### config.mk
export PLATFORM = sky130hd
export DESIGN_NAME = one_to_n_distributor
export DESIGN_NICKNAME = d
export VERILOG_FILES = /design/src/rtl/one_to_n_distributor.sv
export SDC_FILE = /design/constraint.sdc
export NUM_CORES = 1
export LEC_CHECK = 0
export BUFFER_PORTS_ARGS = -buffer_cell sky130_fd_sc_hd__buf_2
export CAP_MARGIN = 15
export CORE_ASPECT_RATIO = 0.75
export CORE_MARGIN = 3
export CORE_UTILIZATION = 30
export CTS_BUF_LIST = sky130_fd_sc_hd__clkbuf_4
export DETAILED_ROUTE_END_ITERATION = 8
export GPL_TIMING_DRIVEN = 0
export SYNTH_ARGS = -nofsm -noshare
export SYNTH_HDL_FRONTEND = slang
export SYNTH_SLANG_ARGS = --single-unit
export TNS_END_PERCENT = 10
### constraint.sdc
create_clock -name clk -period 2.75 [get_ports clk]
set_input_delay 0.275 -clock clk [delete_from_list [all_inputs] [get_ports clk]]
set_output_delay 0.275 -clock clk [all_outputs]
set_load 0.02 [all_outputs]
### src/rtl/one_to_n_distributor.sv
// one_to_n_distributor
// Accepts one flit stream through a 2-entry input queue and steers each packet
// to one of N output ports. The head/single flit's destination field selects the
// port; body and tail flits follow the locked port (wormhole). Unroutable,
// orphan or out-of-protocol flits raise a registered err pulse and a saturating
// error count.
module one_to_n_distributor #(
   parameter int                    FLIT_SIZE  = 34,
   parameter int                    HEADER_LEN = 2,
   parameter int                    N          = 3,
   parameter int                    DEST_POS   = FLIT_SIZE - HEADER_LEN - 1,
   parameter int                    DEST_LEN   = 2,
   parameter int                    ERR_W      = 16,
   // Flit type codes; anything that is not HEAD, TAIL or SINGLE is a BODY flit
   parameter logic [HEADER_LEN-1:0] TYPE_HEAD   = 2'b10,
   parameter logic [HEADER_LEN-1:0] TYPE_TAIL   = 2'b01,
   parameter logic [HEADER_LEN-1:0] TYPE_SINGLE = 2'b11
) (
   input  logic                   clk,
   input  logic                   rst,
   input  logic [FLIT_SIZE-1:0]   in,
   input  logic                   in_valid,
   output logic                   in_avail,
   output logic [FLIT_SIZE*N-1:0] out,
   output logic [N-1:0]           out_valid,
   input  logic [N-1:0]           out_avail,
   output logic                   busy,
   output logic                   err,
   output logic [ERR_W-1:0]       err_cnt
);

   typedef enum logic [1:0] {S_IDLE, S_FWD, S_DROP} state_t;

   localparam logic [31:0] N_U = 32'(N);

   state_t                r_state;
   state_t                w_next_state;
   logic [FLIT_SIZE-1:0]  r_mem [2];
   logic                  r_wr_ptr;
   logic                  r_rd_ptr;
   logic [1:0]            r_count;
   logic [DEST_LEN-1:0]   r_route;
   logic                  r_err;
   logic [ERR_W-1:0]      r_err_cnt;

   logic                  w_full;
   logic                  w_head_valid;
   logic                  w_wr;
   logic                  w_consume;
   logic [FLIT_SIZE-1:0]  w_head;
   logic [HEADER_LEN-1:0] w_type;
   logic [DEST_LEN-1:0]   w_dest;
   logic                  w_dest_ok;
   logic                  w_is_head;
   logic                  w_is_single;
   logic                  w_is_tail;
   logic                  w_fwd;
   logic                  w_err_evt;
   logic [DEST_LEN-1:0]   w_tgt;
   logic                  w_tgt_avail;

   // Input queue status and head-flit decode
   assign w_full       = (r_count == 2'd2);
   assign w_head_valid = (r_count != 2'd0);
   assign w_wr         = in_valid & ~w_full;   // a write while full is dropped even if a read frees a slot
   assign w_head       = r_mem[r_rd_ptr];
   assign w_type       = w_head[FLIT_SIZE-1 -: HEADER_LEN];
   assign w_dest       = w_head[DEST_POS -: DEST_LEN];
   assign w_dest_ok    = (32'(w_dest) < N_U);
   assign w_is_head    = (w_type == TYPE_HEAD);
   assign w_is_single  = (w_type == TYPE_SINGLE);
   assign w_is_tail    = (w_type == TYPE_TAIL);

   // Queue storage: data only, qualified by the count
   // NOTE: the payload array has no reset; r_count marks which entries are live,
   // so clearing the data would only add reset fan-out.
   always_ff @(posedge clk) begin
      if (w_wr) r_mem[r_wr_ptr] <= in;
   end

   // Queue pointers and occupancy
   always_ff @(posedge clk) begin
      if (rst) begin
         r_wr_ptr <= 1'b0;
         r_rd_ptr <= 1'b0;
         r_count  <= 2'd0;
      end else begin
         if (w_wr)      r_wr_ptr <= ~r_wr_ptr;
         if (w_consume) r_rd_ptr <= ~r_rd_ptr;
         case ({w_wr, w_consume})
            2'b10:   r_count <= r_count + 2'd1;
            2'b01:   r_count <= r_count - 2'd1;
            default: r_count <= r_count;
         endcase
      end
   end

   // FSM state register
   // NOTE: every clocked register uses <= so all flops sample pre-edge values
   // regardless of the order the always_ff blocks are evaluated in.
   always_ff @(posedge clk) begin
      if (rst) r_state <= S_IDLE;
      else     r_state <= w_next_state;
   end

   // FSM next state: transitions happen only on the cycle the head is consumed
   always_comb begin
      w_next_state = r_state;
      if (w_consume) begin
         case (r_state)
            S_IDLE:  if (w_is_head) w_next_state = w_dest_ok ? S_FWD : S_DROP;
            S_FWD:   if (w_is_tail) w_next_state = S_IDLE;
            S_DROP:  if (w_is_tail) w_next_state = S_IDLE;
            default: w_next_state = S_IDLE;
         endcase
      end
   end

   // FSM outputs: target port, forward/drop decision, consume strobe and per-port valid
   // NOTE: every signal gets a default before the case so no path leaves it
   // unassigned, which would otherwise infer a latch.
   always_comb begin
      w_fwd       = 1'b0;
      w_err_evt   = 1'b0;
      w_tgt       = r_route;
      w_tgt_avail = 1'b0;
      out_valid   = '0;
      case (r_state)
         S_IDLE: begin
            w_tgt = w_dest;
            if ((w_is_head || w_is_single) && w_dest_ok) w_fwd     = 1'b1;
            else                                         w_err_evt = 1'b1;
         end
         S_FWD: begin
            w_fwd     = 1'b1;
            w_err_evt = w_is_head || w_is_single;   // protocol violation, lock kept
         end
         S_DROP: begin
            w_err_evt = w_is_head || w_is_single;
         end
         default: ;
      endcase
      for (int k = 0; k < N; k++) begin
         if (w_tgt == DEST_LEN'(k)) w_tgt_avail = out_avail[k];
         out_valid[k] = w_head_valid && w_fwd && (w_tgt == DEST_LEN'(k)) && out_avail[k];
      end
      // Dropped flits do not wait for any downstream port
      w_consume = w_head_valid && (w_fwd ? w_tgt_avail : 1'b1);
   end

   // Lock the route when a routable HEAD opens a packet
   always_ff @(posedge clk) begin
      if (rst)
         r_route <= '0;
      else if (w_consume && (r_state == S_IDLE) && w_is_head && w_dest_ok)
         r_route <= w_dest;
   end

   // Registered error pulse and saturating error counter
   always_ff @(posedge clk) begin
      if (rst) begin
         r_err     <= 1'b0;
         r_err_cnt <= '0;
      end else begin
         r_err <= w_consume && w_err_evt;
         if (w_consume && w_err_evt && (r_err_cnt != '1))
            r_err_cnt <= r_err_cnt + 1'b1;
      end
   end

   assign in_avail = ~w_full;
   assign out      = {N{w_head}};
   assign busy     = (r_state != S_IDLE);
   assign err      = r_err;
   assign err_cnt  = r_err_cnt;

endmodule

* After elaboration in Yosys (flattened, before gate mapping) *
Memories as Yosys holds them, arrays and structs flattened. A register that Yosys moved wholly into a read port is not among the register bits.
Cells that the tools add are included.

cells by class
  reduce and logical (&&, ||, !) cells = 22
  div/mod/pow operators = 0
  equal/unequal tests = 13
  multipliers = 0
  add/subtract/negate cells = 3
  bitwise gates (word level) = 4
  order comparisons = 1
  muxes and demuxes = 18
  shift-type cells = 0

operators by type and width
  operator                 count
  $add A16 B1 Y16 const B  1
  $ne A16 B16 Y1 const B   1
  $logic_and A1 B1 Y1      14
  $eq A2 B2 Y1 const B     6
  $mux W1                  10
  $eq A2 B1 Y1 const B     4
  $mux W2                  4
  $pmux W2 S2              2
  $reduce_bool A2 Y1       3
  $logic_not A2 Y1         2
  $pmux W1 S2              2
  $not A1 Y1               3
  $reduce_and A3 Y1        1
  $add A2 B1 Y2 const B    1
  $lt A2 B2 Y1 const B     1
  $ne A2 B1 Y1 const B     1
  $ne A2 B2 Y1 const B     1
  $reduce_or A2 Y1         1
  $sub A2 B1 Y2 const B    1
  $and A1 B1 Y1            1
  $logic_or A1 B1 Y1       1

storage, ports and cells
  flip-flop bits (word level) = 25
  latch bits = 0
  output and inout bits = 124
  input bits = 40
  memories kept = 1
  bits in read-only memories = 0
  bits in writable memories = 68

memory list
  name   words  bits a word  rd ports  clocked after Yosys merged registers in  wr ports  line  source
  r_mem  2      34           1         1                                        1         38    logic [FLIT_SIZE-1:0] r_mem [2];

* Logic depth before layout (Yosys ltp) *
Gate-level depths: netlist (run 1).

  word-level depth = 11
  depth in mapped cells = 11

* Least setup slack after synthesis (run 1) *
Ideal clock, no wire load.

  kind = reg2reg
  start = register r_count[0]
  end = memory r_mem[0][0] (enable)
  path slack = 0.079 ns
  period minus slack after synthesis = 2.671 ns
  stages on the path, launching flop included = 4
  data arrival time = 2.245 ns
  cell sequence = dfxtp_1 nand2b_1 nand2_1 nor2_1

between the ends
  cells in the longest elaborated chain, start to end = 5

RTL lines
  element                        line  source
  from (decl)                    41    logic [1:0] r_count;
  from (signal assigned)         91    2'b10: r_count <= r_count + 2'd1;
  from (signal assigned)         92    2'b01: r_count <= r_count - 2'd1;
  from (signal assigned)         93    default: r_count <= r_count;
  $eq A2 B2 Y1                   63    assign w_full = (r_count == 2'd2);
  $not A1 Y1                     -
  via in_avail                   23    output logic in_avail,
  $and A1 B1 Y1                  65    assign w_wr = in_valid & ~w_full;
  $mux W1                        78    if (w_wr) r_mem[r_wr_ptr] <= in;
  $mux W1 (not written as such)  78
  to (decl)                      38

The timed path passes the listed nets, and every way through them passes these cells.

* Worst setup path in the final report (run 1) *
  start = register r_state[0]
  end = register r_count[1]

between the ends
  cells in the longest elaborated chain, start to end = 10

RTL lines
  element                                            line  source
  from (decl)                                        36    state_t r_state;
  from (signal assigned)                             103   else r_state <= w_next_state;
  $logic_not A2 Y1                                   128   case (r_state)
  $mux W2                                            128
  $logic_not A2 Y1                                   144   if (w_tgt == DEST_LEN'(k)) w_tgt_avail = out_avail[k];
  $mux W1 (3 in series)                              144
  $mux W1 (*)                                        148   w_consume = w_head_valid && (w_fwd ? w_tgt_avail : 1'b1);
  $logic_and A1 B1 Y1 (*)                            148
  via w_consume                                      49    logic w_consume;
  $eq A2 B1 Y1 or $eq A2 B2 Y1 (tied branches)       90    case ({w_wr, w_consume})
  $pmux W2 S2 or $reduce_bool A2 Y1 (tied branches)  -

The timed path passes the listed nets; every way through them passes the cells marked *.
A chain may end at the register's enable or synchronous reset.

==> results.md, run 1 <==
| Result | This run |
| --- | --- |
| Outcome | completed |
| Count of different cell masters after synthesis | 48 |
| Maxcap violations | 0 |
| CTS tree | built |
| Most common flop cell mapped by yosys | edfxtp_1 |
| Clock transition at the registers of the reported paths | 0.15 ns |
| Initial Utilization | 0.310 |
| Worst Setup End Kind | flop |
| Combinational Power Share | 0.521 |
| Area Overhead vs Synth | 35.4% |
| Fin worst setup slack | 0.202 ns |
| Total detailed-routing wirelength | 10800 um |
| Setup skew after layout | 0.0146 ns |
| Remaining number of nets flagged by the antenna check after routing | 0 |
| Total global-route track usage | 0.131 |
| Worst setup path category | flop to flop |
| Cell area after synthesis | 0.00453 sq mm |
| Part of the Yosys area used for sequential elements | 0.565 |
| IO Port Bufs | 163 |
| Clk sink count | 94 |
| Post-place instance area | 0.00563 sq mm |
| Reported net switching power | 2.21 mW |
| Share of the cycle needed by the critical path after routing | 0.927 |
| Floorplan core area | 0.0146 sq mm |
| Post-route cell area | 0.00614 sq mm |
| Diodes inserted | 0 |
| Total grt overflow | 0 |
| Number of CTS-inserted buffers | 9 |
| Final min period | 2.55 ns |
| Sequential power share | 0.339 |
| Global placement routability congestion | 0.902 |
| Post-detailed-placement half-perimeter wirelength | 7710 um |
| Wire length of the first global-routing pass | 17300 um |
| Synth cell count leaders | 68 x buf_4, 68 x edfxtp_1, 33 x mux2_2, 26 x dfxtp_1, 18 x a21oi_1 |
| DRC | 0 |
| Type of element launching the critical path | flop |
| Cell accounting for the most synthesized area | edfxtp_1 |
| Share of Yosys cell area claimed by the top area cell type | 0.450 |
| Synthesized Nets | 408 |
| Clock root buffer | clkbuf_4 |
| Area of the die | 0.0166 sq mm |
| Clock power frac | 0.140 |
| Initial antenna violation count | 0 |
| Total I/O pin count | 164 |
| Number of warnings issued by yosys | 0 |
| IR drop worst, VDD | 0.000394 V |
| EDFF count, synth | 68 |
| Setup repair after global routing missed its margin | false |
| Clk buf depth | 2 |
| Floorplan die height | 112 um |
| Synth Instances | 363 |
| Cell leakage power | 2.58 nW |
| Final net count | 620 |
| Required time at the endpoint of the critical path | 3.15 ns |
| Die outline width | 148 um |
| Max-slew violation total from the final report | 0 |
| Slew at the pin with the worst max-slew slack | 0.882 ns |
| Row count | 38 |
| Ys async rst share | 0 |
| Final cell utilization of the core | 0.419 |
| Layout filler cell count | 1415 |
| Largest fanout of any net on the critical path | 10 |
| Total power density per cell area | 875 mW/mm^2 |
| Synth area leaders | edfxtp_1 45%, dfxtp_1 11%, buf_4 11%, mux2_2 8.2%, a21oi_1 2.0% |
| Number of DRC violations after detailed-routing iteration 0 | 194 |
| Worst slew margin | 0.412 |
| Synthesized area divided by synthesized cell count | 12.5 sq um |
| First-pass iteration count of the detailed router | 4 |
| Ratio of routed vias to standard cells | 4.48 |
| Worst skew pair latency | 0.45 ns |
| Internal power component | 3.17 mW |
| Fraction of power spent switching nets | 0.410 |
| Number of levels the H-tree was split into | 3 |
| Largest net degree at the start of global routing | 35 |
| Arrival time worst endpoint | 2.95 ns |
| Hold Vio Cnt, Final | 0 |
| Detail-routed net length per standard cell | 13.9 um |
| Post-synthesis register bit count | 94 |
| Power after layout | 5.37 mW |
| DP Worst Slack | 0.0298 ns |
| Worst hold path class | primary input to flop |
| Vias after detailed routing | 3494 |
| Share of post-route cells with drive strength above 1 | 0.522 |
| Vias in the first global route | 3416 |
| Maximum clock frequency | 0.392 GHz |
| Final setup violation count | 0 |
worst max-delay path: stages (launching register included):
cell	delay, ns
dfxtp_1	0.41
inv_1	0.09
ha_1	0.21
buf_2	0.20
nor2_1	0.17
a21o_1	0.14
a31oi_2	0.13
a21oi_4	0.31
ha_1	0.33
or3_1	0.36
a21oi_1	0.14
placed cells by master (no fill, tap or decap), types with 3 or more instances in the layout:
cell and n:
nand3_1 11, and4_1 5, and3_1 5, edfxtp_1 68, nor3_1 6, a311oi_1 3, a21oi_1 18, nand2_1 9
buf_2 168, nor2b_1 3, o21ai_0 6, clkbuf_4 9, nor2_1 12, nand4_1 7, dfxtp_1 26, or3_1 3
buf_4 71, ha_1 5, mux2_2 33, inv_1 7, or4_1 9, dlygate4sd3_1 34, o31ai_1 10, clkbuf_1 7
repair_timing:
item | in CTS | in global routing
endpoints found under the setup margin | 1 | 1
resized for setup | 1 | 0
hold buffers | 34 | 0
pin swaps | 0 | 1
endpoints found under the hold margin | 68 | 0
buffers inserted | 0 | 3
cells by family (layout without fill, tap and decap cells):
kind of cell | after synthesis | after routing | synth area share
flip-flops | 94 | 94 | 0.565
buffers and inverters | 91 | 308 | 0.136
AND/OR/NAND/NOR | 83 | 83 | 0.106
AO/OA/AOI/OAI | 49 | 49 | 0.0784
multiplexers | 37 | 37 | 0.0927
adder cells (fa/ha/maj) | 5 | 5 | 0.0138
XOR/XNOR | 4 | 4 | 0.00773
per-layer routing:
metal | GRT usage | vias to the layer above | share of wire
met2 | 0.214 | 134 | 0.48
met5 | 0 | - | 0
li1 | - | 1705 | -
met3 | 0.0444 | 11 | 0.065
met1 | 0.166 | 1644 | 0.45
met4 | 0.0382 | 0 | 0.012
per-stage QoR:
| stage | hold WS, ns | TNS (ns) | cells |
|---|---|---|---|
| after global placement | 0.463 | -30.17 | 726 |
| after CTS | 0.146 | 0 | 777 |
| after detailed placement | 0.467 | 0 | 727 |
| after floorplan | 0.374 | 0 | 363 |
| after global routing | 0.137 | 0 | 780 |
| final | 0.200 | 0 | 780 |
power by group through the flow:
stage / sequential [mW] / combinational (mW) / clock (mW)
3_3_place_gp: 1.85 / 2.64 / 0
6_report: 1.82 / 2.80 / 0.755
3_5_place_dp: 1.86 / 2.71 / 0
5_1_grt: 1.84 / 3.02 / 0.869
4_1_cts: 1.82 / 2.77 / 0.801
2_1_floorplan: 1.85 / 1.91 / 0
final cells by class:
cell class	instances	area (sq um)	area share
multi-input cells	178	1370	0.223
repair buffers	201	1200	0.195
well taps	200	250	0.0408
clock buffers	9	67.6	0.0110
clock inverters	7	73.8	0.0120
plain buffers	84	592	0.0964
flip-flops and latches	94	2560	0.417
inverters	7	26.3	0.00428
state kept, by name, summed over array words and instances (netlist names), named ones only:
register,count
r_state,2
r_rd_ptr,1
r_mem,68
r_route,2
err,1
r_wr_ptr,1
r_count,2
err_cnt,16
worst paths after layout:
check | startpoint | depth (start not counted) | slack (ns) | to
setup / recovery | r_state[0] | 10 | 0.20 | r_count[1]
hold / removal | rst | 3 | 0.20 | err_cnt[15]
setup reg to reg | r_state[0] | 10 | 0.20 | r_count[1]
hold reg to reg | r_rd_ptr | 2 | 0.52 | flop
Note: power is estimated with default switching activity, not from simulation.
==> run 2, diff against run 1 <==
--- a/config.mk
+++ b/config.mk
@@ -6,7 +6,6 @@
 export NUM_CORES = 1
 export LEC_CHECK = 0
 export BUFFER_PORTS_ARGS = -buffer_cell sky130_fd_sc_hd__buf_2
-export CAP_MARGIN = 15
 export CORE_ASPECT_RATIO = 0.75
 export CORE_MARGIN = 3
 export CORE_UTILIZATION = 30
==> constraint.sdc (replaced) <==
create_clock -name clk -period 2.4 [get_ports clk]
set_input_delay 0.24 -clock clk [delete_from_list [all_inputs] [get_ports clk]]
set_output_delay 0.24 -clock clk [all_outputs]
set_load 0.02 [all_outputs]
==> results.md, run 2 (synthesized netlist as in run 1, its figures left out) <==
| Result | This run | vs previous |
| --- | --- | --- |
| Outcome | completed |  |
| Worst hold endpoint | err_cnt[2] |  |
| Worst hold path class | primary input to flop |  |
| Number of CTS-inserted buffers | 9 | unchanged |
| IR drop worst, VDD | 0.000475 V | +21% |
| Total detailed-routing wirelength | 11100 um | +2.7% |
| Total power density per cell area | 1020 mW/mm^2 | +16% |
| Largest stage delay on the critical path | 0.38 ns | -0.03 ns |
| Floorplan die height | 112 um | unchanged |
| Final net count | 624 | +0.65% |
| Count of cells along the worst register-to-register path | 10 | unchanged |
| Post-Route Hold Slack | 0.149 ns | -0.0511 ns |
| Worst setup path category | flop to flop |  |
| CTS tree | built |  |
| Layout filler cell count | 1414 | -0.071% |
| R2r startpoint | r_state[1] |  |
| Worst reg2reg setup slack | 0.08 ns | -0.13 ns |
| Area of the die | 0.0166 sq mm | unchanged |
| First-pass iteration count of the detailed router | 4 | unchanged |
| Share of the cycle needed by the critical path after routing | 0.968 | +0.0414 |
| Largest fanout of any net on the critical path | 9 | -1 |
| Total I/O pin count | 164 | unchanged |
| Hold Vio Cnt, Final | 0 | unchanged |
| Required time at the endpoint of the critical path | 2.80 ns | -0.35 ns |
| Worst hold path startpoint | rst |  |
| Largest net degree at the start of global routing | 35 | unchanged |
| Area Overhead vs Synth | 38.4% |  |
| Maximum clock frequency | 0.430 GHz | +9.7% |
| Power after layout | 6.38 mW | +19% |
| Type of element launching the critical path | flop |  |
| Flip-flop count of the largest register after layout | 68 | unchanged |
| Largest Register | r_mem |  |
| IO Port Bufs | 163 | unchanged |
| Clock power frac | 0.132 | -0.008 |
| Clk sink count | 94 | unchanged |
| Clk buf depth | 2 | unchanged |
| Row count | 38 | unchanged |
| Worst Setup End Kind | flop |  |
| Final setup violation count | 0 | unchanged |
| Max-slew violation total from the final report | 0 | unchanged |
| Slew at the pin with the worst max-slew slack | 0.935 ns | +0.0526 ns |
| Final cell utilization of the core | 0.429 | +0.00931 |
| Most used cells in the layout excluding fill and tap cells | 164 x buf_2, 80 x buf_4, 68 x edfxtp_1 |  |
| DP Worst Slack | -0.269 ns | -0.299 ns |
| Arrival time worst endpoint | 2.73 ns | -0.22 ns |
| Number of levels the H-tree was split into | 3 | unchanged |
| Fraction of power spent switching nets | 0.409 | -0.00146 |
| Detail-routed net length per standard cell | 14.2 um | +2.0% |
| Setup skew after layout | 0.0259 ns | +0.0113 ns |
| Maxcap violations | 0 | unchanged |
| Combinational Power Share | 0.540 | +0.019 |
| Hold path depth | 3 | unchanged |
| Cells traversed along the worst timing path | inv_1 > ha_1 > buf_6 > nor2_2 > a21oi_4 > o21bai_2 > a21oi_4 > ha_4 > or3_1 > a21oi_2 |  |
| Worst slew margin | 0.377 | -0.0351 |
| Total grt overflow | 0 | unchanged |
| Ratio of routed vias to standard cells | 4.57 | +2.0% |
| Endpoint of the lowest-slack register-to-register path | r_count[1] |  |
| Vias after detailed routing | 3585 | +2.6% |
| Vias in the first global route | 3568 | +4.4% |
| Cell total after placement | 727 | unchanged |
| Number of DRC violations after detailed-routing iteration 0 | 200 | +3.1% |
| Floorplan core area | 0.0146 sq mm | unchanged |
| Worst skew pair latency | 0.46 ns | about the same |
| Initial Utilization | 0.310 | unchanged |
| Clock transition at the registers of the reported paths | 0.16 ns | about the same |
| Total global-route track usage | 0.133 | +0.00259 |
| Final min period | 2.32 ns | -0.225 ns |
| Post-detailed-placement half-perimeter wirelength | 7780 um | +0.91% |
| Final Instance Count excl. Fillers | 785 | +0.64% |
| Wire length of the first global-routing pass | 17800 um | +2.6% |
| Die outline width | 148 um | unchanged |
| Setup repair after global routing missed its margin | true |  |
| Sequential power share | 0.327 | -0.012 |
| Global placement routability congestion | 0.900 | -0.21% |
| Slowest cell on the critical path | dfxtp_2 |  |
| Reported net switching power | 2.61 mW | +18% |
| Remaining number of nets flagged by the antenna check after routing | 0 | unchanged |
| Internal power component | 3.77 mW | +19% |
| Cell leakage power | 2.63 nW | +1.8% |
| Most common library cell in the layout ignoring fill and taps | buf_2 |  |
| Share of post-route cells with drive strength above 1 | 0.553 | +0.0307 |
| Initial antenna violation count | 0 | unchanged |
| Fin worst setup slack | 0.0765 ns | -0.125 ns |
| Most common cell type on the critical path | a21oi_4 |  |
| Clock root buffer | clkbuf_4 |  |
| DRC | 0 | unchanged |
## run 2: changes by cell type in the layout (fill, tap and decap cells not counted), sizes merged
cell      previous run  this run
clkinv               3         4
buf                244       249
clkbuf              16        15
clkinvlp             2         1
diode                0         1
## run 2: how the worst max path moves through the flow
stage / start / endpoint / slack, ns / cells past startpoint
2_1_floorplan: flop / r_count[1] / 0.09 / 9
3_3_place_gp: r_count[0] / r_mem[0][10] / -0.26 / 3
6_report: r_state[1] / r_count[1] / 0.08 / 10
5_1_grt: flop / r_count[1] / -0.04 / 8
4_1_cts: r_state[0] / r_count[1] / -0.16 / 10
3_5_place_dp: r_state[0] / r_count[1] / -0.27 / 10
## run 2: worst max-delay path, delay by kind of cell (launching register included)
kind | cells | cell delay (ns)
AO/OA/AOI/OAI | 4 | 0.69
flip-flops | 1 | 0.38
AND/OR/NAND/NOR | 2 | 0.49
adder cells (fa/ha/maj) | 2 | 0.47
buffers and inverters | 2 | 0.23
## run 2: routing by layer
metal	part of all wire	vias to the layer above	track usage
li1	-	1718	-
met1	0.41	1710	0.163
met5	0	-	0
met3	0.079	9	0.0379
met2	0.49	148	0.229
met4	0.014	0	0.0437
## run 2: timing repair
action,4_1_cts,5_1_grt
setup buffers,0,9
setup endpoints to repair,80,23
endpoints found under the hold margin,68,0
gates cloned,0,0
pin swaps,0,4
hold buffers,34,0
resized for setup,6,22
## run 2: power groups by stage
stage          clock network [mW]  logic [mW]  registers (mW)
5_1_grt                     0.952        3.71            2.11
6_report                    0.844        3.45            2.09
2_1_floorplan                   0        2.19            2.12
3_3_place_gp                    0        3.03            2.12
3_5_place_dp                    0        3.12            2.12
4_1_cts                     0.894        3.20            2.08
## run 2: per-stage QoR
stage,TNS (ns),cell area (sq um)
3_5_place_dp,-0.307,5640
4_1_cts,-0.178,6120
5_1_grt,-0.0864,6270
2_1_floorplan,0,4540
6_report,0,6280
3_3_place_gp,-10.72,5600
## run 2: layout make-up
| type | instances | area, sq um | share of cell area |
|---|---|---|---|
| Clock inverter | 7 | 63.8 | 0.0102 |
| Sequential cell | 94 | 2560 | 0.409 |
| Timing Repair Buffer | 207 | 1250 | 0.200 |
| Antenna cell | 1 | 2.50 | 0.000399 |
| Clock buffer | 9 | 67.6 | 0.0108 |
| Tap cell | 200 | 250 | 0.0399 |
| Inverter | 7 | 26.3 | 0.00419 |
| Multi-Input combinational cell | 178 | 1450 | 0.231 |
| Buffer | 82 | 599 | 0.0955 |
==> run 3, diff against run 2 <==
--- a/config.mk
+++ b/config.mk
@@ -12,6 +12,8 @@
 export CTS_BUF_LIST = sky130_fd_sc_hd__clkbuf_4
 export DETAILED_ROUTE_END_ITERATION = 8
 export GPL_TIMING_DRIVEN = 0
+export PLACE_DENSITY = 0.55
+export SKIP_LAST_GASP = 1
 export SYNTH_ARGS = -nofsm -noshare
 export SYNTH_HDL_FRONTEND = slang
 export SYNTH_SLANG_ARGS = --single-unit
==> constraint.sdc (replaced) <==
create_clock -name clk -period 2.4 [get_ports clk]
set_input_delay 0.12 -clock clk [delete_from_list [all_inputs] [get_ports clk]]
set_output_delay 0.12 -clock clk [all_outputs]
set_load 0.02 [all_outputs]
==> results.md, run 3 (synthesized netlist as in run 1, its figures left out) <==
| Result | This run | vs previous |
| --- | --- | --- |
| Outcome | completed |  |
| Worst hold path class | primary input to flop |  |
| Post-route cell area | 0.00621 sq mm | -1.0% |
| Final net count | 620 | -0.64% |
| Row count | 38 | unchanged |
| Initial Utilization | 0.310 | unchanged |
| Share of post-route cells with drive strength above 1 | 0.536 | -0.0169 |
| Final setup violation count | 0 | unchanged |
| Worst setup path category | flop to flop |  |
| DRC | 0 | unchanged |
| Sequential power share | 0.330 | +0.003 |
| Detail-routed net length per standard cell | 13.9 um | -2.1% |
| Area of the die | 0.0166 sq mm | unchanged |
| Largest Register | r_mem |  |
| Layout filler cell count | 1414 | unchanged |
| Arrival time worst endpoint | 2.71 ns | -0.02 ns |
| Setup skew after layout | 0.0193 ns | -0.00659 ns |
| Area Overhead vs Synth | 37.0% |  |
| Setup repair after global routing missed its margin | true |  |
| Worst hold path startpoint | in_valid |  |
| DP Worst Slack | -0.241 ns | +0.0286 ns |
| Diodes inserted | 0 | -1 |
| Clk sink count | 94 | unchanged |
| Count of buffer and inverter cells on the critical path | 2 | unchanged |
| Final min period | 2.33 ns | +0.00423 ns |
| Global placement routability congestion | 0.858 | -4.6% |
| Floorplan die height | 112 um | unchanged |
| Number of DRC violations after detailed-routing iteration 0 | 159 | -21% |
| Total grt overflow | 0 | unchanged |
| Storage cell area | 0.00256 sq mm | unchanged |
| Post-detailed-placement half-perimeter wirelength | 7720 um | -0.74% |
| CTS tree | built |  |
| Worst slew margin | 0.425 | +0.0479 |
| Combinational Power Share | 0.514 | -0.026 |
| Slowest cell on the critical path | or4_1 |  |
| Total detailed-routing wirelength | 10800 um | -2.7% |
| Hold Vio Cnt, Final | 0 | unchanged |
| Share of the cycle needed by the critical path after routing | 0.970 | +0.00176 |
| Top Family by Delay on Critical Path | simple AND/OR/NAND/NOR gates |  |
| Maxcap violations | 0 | unchanged |
| Ratio of routed vias to standard cells | 4.46 | -2.4% |
| Internal power component | 3.76 mW | -0.16% |
| Total global-route track usage | 0.128 | -0.00514 |
| First-pass iteration count of the detailed router | 4 | unchanged |
| IR drop worst, VDD | 0.000463 V | -2.6% |
| Remaining number of nets flagged by the antenna check after routing | 0 | unchanged |
| Die outline width | 148 um | unchanged |
| Total I/O pin count | 164 | unchanged |
| Required time at the endpoint of the critical path | 2.78 ns | -0.02 ns |
| Slew at the pin with the worst max-slew slack | 0.863 ns | -0.0718 ns |
| Fraction of power spent switching nets | 0.403 | -0.00564 |
| Number of levels the H-tree was split into | 3 | unchanged |
| Most common library cell in the layout ignoring fill and taps | buf_2 |  |
| Fin worst setup slack | 0.0723 ns | -0.00423 ns |
| Clk buf depth | 2 | unchanged |
| Clock transition at the registers of the reported paths | 0.16 ns | about the same |
| Cell leakage power | 2.61 nW | -0.84% |
| Cells traversed along the worst timing path | buf_6 > mux2_4 > nor2_1 > a311o_2 > nand2_1 > clkbuf_4 > or4_1 > a21oi_1 |  |
| Floorplan core area | 0.0146 sq mm | unchanged |
| Worst skew pair latency | 0.46 ns | about the same |
| Reported net switching power | 2.54 mW | -2.5% |
| Largest stage delay on the critical path | 0.49 ns | +0.11 ns |
| IO Port Bufs | 163 | unchanged |
| Number of CTS-inserted buffers | 9 | unchanged |
| Cell total after placement | 727 | unchanged |
| Largest net degree at the start of global routing | 35 | unchanged |
| Initial antenna violation count | 0 | unchanged |
| Area of combinational cells with multiple inputs | 0.00139 sq mm | -3.9% |
| Total power density per cell area | 1020 mW/mm^2 | about the same |
| Vias in the first global route | 3411 | -4.4% |
| Largest fanout of any net on the critical path | 10 | +1 |
| Maximum clock frequency | 0.430 GHz | -0.18% |
| Final Instance Count excl. Fillers | 780 | -0.64% |
| Vias after detailed routing | 3477 | -3.0% |
| Clock power frac | 0.156 | +0.024 |
| Wire length of the first global-routing pass | 17100 um | -3.6% |
| Type of element launching the critical path | flop |  |
| Max-slew violation total from the final report | 0 | unchanged |
| Flip-flop count of the largest register after layout | 68 | unchanged |
| Worst Setup End Kind | flop |  |
| Most used cells in the layout excluding fill and tap cells | 165 x buf_2, 72 x buf_4, 68 x edfxtp_1 |  |
| Post-place instance area | 0.00564 sq mm | unchanged |
| Clock root buffer | clkbuf_4 |  |
run 3: changes by cell type in the layout (fill, tap and decap cells not counted), sizes merged, moves of 2 or more:
cell and delta:
buf -8, clkinv -3, clkinvlp +2, clkbuf +3
run 3: cell type report:
type                            instances  share of cell area
Sequential cell                        94               0.413
Multi-Input combinational cell        178               0.224
Timing Repair Buffer                  202               0.196
Buffer                                 83              0.0963
Tap cell                              200              0.0403
Clock inverter                          7              0.0155
Clock buffer                            9              0.0109
Inverter                                7             0.00423
run 3: timing repair:
action                                  4_1_cts  5_1_grt
endpoints found under the setup margin       17       63
cloned                                        0        0
pin swaps                                     1        0
hold buffers                                 35        0
buffers inserted                              1        2
gates resized for setup                       2       13
endpoints found under the hold margin        69        0
run 3: worst paths after layout:
kind                      to  depth (start not counted)  slack [ns]
setup / recovery  err_cnt[9]                          8        0.07
hold / removal      r_wr_ptr                          4        0.14
setup reg to reg  err_cnt[9]                          8        0.07
hold reg to reg   r_state[1]                          2        0.51
run 3: worst min-delay path, cell delays in order:
cell and delay, ns:
buf_2 0.11, nand2_1 0.16, xor2_1 0.09, nor2_1 0.07
run 3: stage by stage:
| stage | hold slack [ns] | power [mW] | TNS, ns | utilization |
|---|---|---|---|---|
| final | 0.139 | 6.30 | 0 | 0.424 |
| after global routing | 0.112 | 6.68 | -1.69 | 0.424 |
| after CTS | 0.0917 | 6.33 | -0.00974 | 0.421 |
| after detailed placement | 0.312 | 5.23 | -0.262 | 0.385 |
| after global placement | 0.309 | 5.16 | -12.33 | 0.383 |
| after floorplan | 0.219 | 4.32 | 0 | - |
run 3: routing by layer:
metal / vias to the layer above / share of wire / wire, um / track usage
li1: 1705 / - / - / -
met1: 1648 / 0.43 / 4710 / 0.160
met2: 117 / 0.49 / 5320 / 0.219
met3: 7 / 0.066 / 713 / 0.0391
met4: 0 / 0.0084 / 91 / 0.0314
met5: - / 0 / 0 / 0
run 3: power groups by stage:
stage	clock network (mW)	registers (mW)	logic (mW)
2_1_floorplan	0	2.12	2.19
3_3_place_gp	0	2.12	3.04
3_5_place_dp	0	2.12	3.11
4_1_cts	1.04	2.08	3.21
5_1_grt	1.09	2.11	3.48
6_report	0.982	2.08	3.24
